## config.mk

```make
export PLATFORM = sky130hd
export DESIGN_NAME = dff_pipe_flat
export DESIGN_NICKNAME = d
export VERILOG_FILES = /design/src/rtl/dff_pipe_pkg.sv /design/src/rtl/dff_pipe_if.sv /design/src/rtl/dff_pipe_stage.sv /design/src/rtl/dff_pipe.sv /design/src/flat_wrapper.sv
export SDC_FILE = /design/constraint.sdc
export NUM_CORES = 1
export LEC_CHECK = 0
export BUFFER_PORTS_ARGS = -buffer_cell sky130_fd_sc_hd__buf_2
export CORE_MARGIN = 3
export CORE_UTILIZATION = 40
export DETAILED_ROUTE_END_ITERATION = 10
export GPL_ROUTABILITY_DRIVEN = 0
export PLACE_DENSITY = 0.71
export SLEW_MARGIN = 10
export SYNTH_ARGS = -nofsm -noshare
export SYNTH_HDL_FRONTEND = slang
export SYNTH_SLANG_ARGS = --single-unit
```

## constraint.sdc

```tcl
create_clock -name clk -period 2.87 [get_ports clk]
set_clock_uncertainty 0.2 [all_clocks]
set_input_delay 0.574 -clock clk [delete_from_list [all_inputs] [get_ports clk]]
set_output_delay 0.574 -clock clk [all_outputs]
set_load 0.02 [all_outputs]
```

## src/rtl/dff_pipe_pkg.sv

```systemverilog
// dff_pipe_pkg
// Shared constants and helpers for the dff_pipe register pipeline.
//   DEFAULT_WIDTH / DEFAULT_DEPTH : default payload width and stage count
//   occ_width(depth)              : bits needed to count 0..depth valid stages
package dff_pipe_pkg;

  localparam int DEFAULT_WIDTH = 8;
  localparam int DEFAULT_DEPTH = 4;

  // Occupancy has to represent the full state (all DEPTH stages valid),
  // hence DEPTH+1 distinct values.
  function automatic int occ_width(input int depth);
    return $clog2(depth + 1);
  endfunction

endpackage

```

## src/rtl/dff_pipe_if.sv

```systemverilog
// dff_pipe_if
// Valid/ready bundle around a dff_pipe instance.
//   flush                         : synchronous clear of every stage valid
//   in_valid / in_ready / in_data : upstream handshake and payload
//   out_valid / out_ready / out_data : downstream handshake and payload
//   occupancy                     : number of valid stages
// Modports:
//   master : the side that feeds and drains the pipe
//   slave  : the pipe itself
interface dff_pipe_if #(
  parameter int WIDTH = dff_pipe_pkg::DEFAULT_WIDTH,
  parameter int DEPTH = dff_pipe_pkg::DEFAULT_DEPTH
);
  import dff_pipe_pkg::*;

  localparam int OCC_W = occ_width(DEPTH);

  logic             flush;
  logic             in_valid;
  logic             in_ready;
  logic [WIDTH-1:0] in_data;
  logic             out_valid;
  logic             out_ready;
  logic [WIDTH-1:0] out_data;
  logic [OCC_W-1:0] occupancy;

  modport master (
    output flush, in_valid, in_data, out_ready,
    input  in_ready, out_valid, out_data, occupancy
  );

  modport slave (
    input  flush, in_valid, in_data, out_ready,
    output in_ready, out_valid, out_data, occupancy
  );

endinterface

```

## src/rtl/dff_pipe_stage.sv

```systemverilog
// dff_pipe_stage
// One valid+data register of the dff_pipe chain.
//   clk, rst    : clock and synchronous active-high reset
//   flush       : synchronous clear of the valid bit
//   up_valid    : valid of the predecessor (or of the pipe input for stage 0)
//   up_data     : data of the predecessor (or of the pipe input)
//   down_ready  : ready term of the successor (or out_ready for the last stage)
//   ready       : this stage's ready term, !valid | down_ready
//   valid, data : registered stage contents
// Build option DFF_PIPE_DATA_RST_EN: when defined, rst also loads data with
// RST_VAL and flush leaves data untouched; when undefined the data register
// has no reset at all.
module dff_pipe_stage
  import dff_pipe_pkg::*;
#(
  parameter int               WIDTH   = DEFAULT_WIDTH,
  parameter logic [WIDTH-1:0] RST_VAL = '0
) (
  input  logic             clk,
  input  logic             rst,
  input  logic             flush,
  input  logic             up_valid,
  input  logic [WIDTH-1:0] up_data,
  input  logic             down_ready,
  output logic             ready,
  output logic             valid,
  output logic [WIDTH-1:0] data
);

  // An empty stage always accepts, which is what collapses bubbles
  // toward the output while the downstream is stalled.
  assign ready = ~valid | down_ready;

  always_ff @(posedge clk) begin
    if (rst) begin
      valid <= 1'b0;
    end else if (flush) begin
      valid <= 1'b0;
    end else if (ready) begin
      valid <= up_valid;
    end
  end

  // Data only moves when a real item arrives; an incoming bubble clears
  // valid but keeps the old payload to avoid needless toggling.
`ifdef DFF_PIPE_DATA_RST_EN
  always_ff @(posedge clk) begin
    if (rst) begin
      data <= RST_VAL;
    end else if (!flush && ready && up_valid) begin
      data <= up_data;
    end
  end
`else
  always_ff @(posedge clk) begin
    if (ready && up_valid) begin
      data <= up_data;
    end
  end
`endif

endmodule

```

## src/rtl/dff_pipe.sv

```systemverilog
// dff_pipe
// Parametrised register pipeline with per-stage valids, valid/ready
// backpressure, bubble collapsing, synchronous flush and occupancy count.
//   clk : clock, rising edge
//   rst : synchronous active-high reset (clears all stage valids)
//   bus : dff_pipe_if slave modport (flush, in_*, out_*, occupancy)
// Parameters: WIDTH data bits, DEPTH stages, RST_VAL data reset value.
// Build option DFF_PIPE_DATA_RST_EN: data registers also reset to RST_VAL.
// Stage DEPTH-1 is the output stage; stage 0 takes the pipe input.
module dff_pipe
  import dff_pipe_pkg::*;
#(
  parameter int               WIDTH   = DEFAULT_WIDTH,
  parameter int               DEPTH   = DEFAULT_DEPTH,
  parameter logic [WIDTH-1:0] RST_VAL = '0
) (
  input logic       clk,
  input logic       rst,
  dff_pipe_if.slave bus
);

  localparam int OCC_W = occ_width(DEPTH);

  logic [DEPTH-1:0] v;
  logic [WIDTH-1:0] d [DEPTH];
  logic [OCC_W-1:0] occ;

  // Each stage keeps its own ready wire so the out_ready -> in_ready
  // chain is a plain series of gates rather than one self-referencing vector.
  for (genvar i = 0; i < DEPTH; i++) begin : g_stage
    logic             ready;
    logic             up_valid;
    logic             down_ready;
    logic [WIDTH-1:0] up_data;

    if (i == 0) begin : g_head
      assign up_valid = bus.in_valid;
      assign up_data  = bus.in_data;
    end else begin : g_body
      assign up_valid = v[i-1];
      assign up_data  = d[i-1];
    end

    if (i == DEPTH - 1) begin : g_tail
      assign down_ready = bus.out_ready;
    end else begin : g_link
      assign down_ready = g_stage[i+1].ready;
    end

    dff_pipe_stage #(
      .WIDTH   (WIDTH),
      .RST_VAL (RST_VAL)
    ) u_stage (
      .clk        (clk),
      .rst        (rst),
      .flush      (bus.flush),
      .up_valid   (up_valid),
      .up_data    (up_data),
      .down_ready (down_ready),
      .ready      (ready),
      .valid      (v[i]),
      .data       (d[i])
    );
  end

  // Flush blocks acceptance so an item offered in the flush cycle is
  // refused at the handshake rather than silently swallowed.
  assign bus.in_ready  = g_stage[0].ready & ~bus.flush;
  assign bus.out_valid = v[DEPTH-1];
  assign bus.out_data  = d[DEPTH-1];

  // Popcount of the registered valids only, so occupancy has no
  // combinational path from any input.
  always_comb begin
    occ = '0;
    for (int i = 0; i < DEPTH; i++) begin
      occ = occ + OCC_W'(v[i]);
    end
  end

  assign bus.occupancy = occ;

endmodule

```

## src/flat_wrapper.sv

```systemverilog
// flat-port wrapper written by rule: the top's interface ports become plain ports
module dff_pipe_flat import dff_pipe_pkg::*;
#(
  parameter int               WIDTH   = DEFAULT_WIDTH,
  parameter int               DEPTH   = DEFAULT_DEPTH,
  parameter logic [WIDTH-1:0] RST_VAL = '0
)
  (clk, rst, bus_flush, bus_in_valid, bus_in_data, bus_out_ready, bus_in_ready, bus_out_valid, bus_out_data, bus_occupancy);
  dff_pipe_if #(.WIDTH(WIDTH), .DEPTH(DEPTH)) bus_i ();
  input logic clk;
  input logic rst;
  input wire logic [$bits(bus_i.flush)-1:0] bus_flush;
  input wire logic [$bits(bus_i.in_valid)-1:0] bus_in_valid;
  input wire logic [$bits(bus_i.in_data)-1:0] bus_in_data;
  input wire logic [$bits(bus_i.out_ready)-1:0] bus_out_ready;
  output wire logic [$bits(bus_i.in_ready)-1:0] bus_in_ready;
  output wire logic [$bits(bus_i.out_valid)-1:0] bus_out_valid;
  output wire logic [$bits(bus_i.out_data)-1:0] bus_out_data;
  output wire logic [$bits(bus_i.occupancy)-1:0] bus_occupancy;
  assign bus_i.flush = bus_flush;
  assign bus_i.in_valid = bus_in_valid;
  assign bus_i.in_data = bus_in_data;
  assign bus_i.out_ready = bus_out_ready;
  assign bus_in_ready = bus_i.in_ready;
  assign bus_out_valid = bus_i.out_valid;
  assign bus_out_data = bus_i.out_data;
  assign bus_occupancy = bus_i.occupancy;
  dff_pipe #(.WIDTH(WIDTH), .DEPTH(DEPTH), .RST_VAL(RST_VAL)) u_core (.clk(clk), .rst(rst), .bus(bus_i));
endmodule
```

==> flow_metrics.py <==
metrics = {
    "worst_setup_path": {
        "required_ns": 2.10,
        "arrival_ns": 1.79,
        "critPathCaptureType": "output port",
        "r2r_setup_slack_ns": 1.12,
        "reg2reg_to": "u_core.g_stage[0].u_stage.data[0]$_DFFE_PP_",
        "r2r_cells": 2,
        "cp_max_fo": 6,
        "r2r-start": "u_core.g_stage[2].u_stage.valid$_SDFFE_PP0P_",
        "worst_setup_path_start_kind": "flop",
        "worstSetupPathType": "reg2out",
    },
    "clock_tree": {
        "tritoncts": "yes",
        "postCtsResizedCells": 0,
        "cts_max_path_buffers": 2,
        "clkSinkCount": 36,
        "clock-root-buffer": "clkbuf_4",
        "cts_made_buffers": 5,
        "hold_buffers": 0,
        "htree_levels": 2,
        "clk_pin_slew_ns": 0.09,
        "postCtsSetupRepairBufs": 0,
        "clock_latency_ns": 0.32,
    },
    "global_routing": {
        "grt_pass1_vias": 480,
        "grt_use_total_pct": 8.08,
        "antenna_found_initial": 0,
        "grt_pass1_wl_mm": 1.93,
        "grt.overflow.total": 0,
        "grt_max_degree": 11,
    },
    "cells_and_area": {
        "drive_above_1_share_pct": 34.9,
        "stdcell_count": 117,
        "regArea_sq_um": 1040,
        "n_fill_cell": 246,
        "diodes": 0,
        "multiInputGateArea_sq_um": 145,
        "nets": 102,
        "synthToLayoutAreaGrowth_pct": 17.6,
        "final_common_cell": "edfxtp_1",
        "mostFrequentLayoutCells": "edfxtp_1 (32), buf_2 (25), clkbuf_4 (5), dfxtp_1 (4), nor2b_1 (3)",
    },
    "sta": {
        "tightest_slew_ns": 0.671,
        "post-route-min-period_ns": 2.57,
        "relSlewSlack_pct": 55.2,
        "hold_violations": 0,
        "finalSetupViolCount": 0,
        "finalCritPeriodShare_pct": 89.4,
        "tns_ns": 0,
        "rsz0062_at_grt": "no",
        "slew_violations": 0,
        "clock.fmax_ghz": 0.390,
    },
    "synthesis": {
        "synth_area_sq_um": 1190,
        "yosysSeqAreaShare_pct": 87.5,
        "synthAdderAreaFrac_pct": 3.79,
        "syn_inst": 54,
        "synth_cell_types": 15,
        "synth_compound_area_share_pct": 4.10,
        "synth_top_family_by_area": "simple AND/OR/NAND/NOR gates",
        "ys_ff_latch": 36,
        "yosysWarnings": 0,
        "synthMuxAreaShare_pct": 0,
        "synthXorXnorAreaFrac_pct": 0,
        "yosys.area_share.simple_pct": 4.31,
        "syn-num-nets": 70,
        "postSynthAreaPerCell_sq_um": 22.0,
    },
    "place": {
        "dp.cells": 110,
        "port_buffers": 25,
    },
    "floorplanning": {
        "io_pins": 26,
        "coreArea_sq_um": 2810,
        "die_area_sq_um": 3670,
        "die_h_um": 60.5,
        "dieWidth_um": 60.5,
        "start_util_pct": 42.4,
        "num_rows": 19,
    },
    "route": {
        "met3_length_um": 138,
        "top_layer": "met4",
        "drt_wl_total_mm": 1.20,
        "post_drt_wl_per_cell_um": 10.3,
        "vias": 521,
        "met2_length_um": 582,
        "drc": 0,
        "dr.pass1.iters": 2,
        "via_per_inst": 4.45,
        "ant_nets": 0,
        "wl_met1_um": 447,
        "drt_iter0_drc": 14,
    },
    "run_status": {
        "outcome": "finished, final reports clean",
    },
    "power": {
        "p_leak_nw": 0.528,
        "cellPowerDensity_nw_per_um2": 593,
        "peakVddDrop_v": 0.000303,
    },
    "hold_path": {
        "hold_path_class": "in2reg",
        "hold_depth": 1,
        "whs_endpoint": "u_core.g_stage[0].u_stage.data[4]$_DFFE_PP_",
        "hp-start": "bus_in_data[4]",
    },
    "flow_run": {
        "max_cap_violations": 0,
    },
}
through the flow:
stage          setup slack, ns  cell area, sq um  util, %  total power [W]  hold WS [ns]
2_1_floorplan            0.741              1190        -         0.000608         0.200
3_3_place_gp             0.676              1350     48.3         0.000619         0.206
3_5_place_dp             0.656              1350     48.3         0.000620         0.205
4_1_cts                  0.279              1400     49.9         0.000845         0.198
5_1_grt                  0.188              1400     49.9         0.000876         0.186
6_report                 0.303              1400     49.9         0.000829         0.220
cells by family after synthesis:
logic type / count (synthesis)
flip-flops: 36
AO/OA/AOI/OAI: 7
AND/OR/NAND/NOR: 7
adder cells (fa/ha/maj): 3
buffers and inverters: 1
critical path, cell delays in order (launching register included):
cell	delay, ns
dfxtp_1	0.41
ha_1	0.27
fa_1	0.36
ha_1	0.27
buf_2	0.16
worst max path at each step:
stage / end / slack (ns) / startpoint / cells past startpoint
2_1_floorplan: bus_occupancy[1] / 0.74 / u_core.g_stage[0].u_stage.valid$_SDFFE_PP0P_ / 3
3_3_place_gp: bus_occupancy[1] / 0.68 / u_core.g_stage[0].u_stage.valid$_SDFFE_PP0P_ / 4
3_5_place_dp: bus_occupancy[1] / 0.66 / u_core.g_stage[0].u_stage.valid$_SDFFE_PP0P_ / 4
4_1_cts: bus_occupancy[1] / 0.28 / u_core.g_stage[0].u_stage.valid$_SDFFE_PP0P_ / 4
5_1_grt: bus_occupancy[1] / 0.19 / u_core.g_stage[0].u_stage.valid$_SDFFE_PP0P_ / 4
6_report: bus_occupancy[1] / 0.30 / u_core.g_stage[0].u_stage.valid$_SDFFE_PP0P_ / 4
synth_stat cells:
library cell | number | share of area, %
edfxtp_1 | 32 | 81
dfxtp_1 | 4 | 6.7
nor2b_1 | 3 | 1.6
a21oi_1 | 2 | 0.84
ha_1 | 2 | 2.1
o21a_1 | 2 | 1.3
a21boi_0 | 1 | 0.63
a21boi_1 | 1 | 0.63
and4b_1 | 1 | 0.84
fa_1 | 1 | 1.7
inv_1 | 1 | 0.32
nand3b_1 | 1 | 0.63
nand4bb_1 | 1 | 0.95
nor2_1 | 1 | 0.32
o2bb2ai_1 | 1 | 0.74
layout make-up:
type                            count  share of cell area [%]
Clock inverter                      2                   0.537
Timing Repair Buffer               25                    8.94
Sequential cell                    36                    74.4
Tap cell                           31                    2.77
Clock buffer                        5                    2.68
Multi-Input combinational cell     17                    10.4
Inverter                            1                   0.268
sequential cells by signal, indices dropped and copies added, names as in the netlist:
signal and flops:
u_core.g_stage.u_stage.valid 4, u_core.g_stage.u_stage.data 32
where the power goes:
part	internal [W]	total [W]	switching (W)	leakage [nW]
clock	0.0000852	0.000222	0.000136	0.0261
sequential	0.000583	0.000586	0.00000367	0.328
combinational	0.0000100	0.0000213	0.0000113	0.174
per-layer routing:
layer  track usage, %  vias to the layer above
met5                0                        -
met4             5.57                        0
met3             6.38                        5
met2             12.2                       22
met1             7.38                      222
li1                 -                      272
Note: power is estimated with default switching activity, not from simulation.
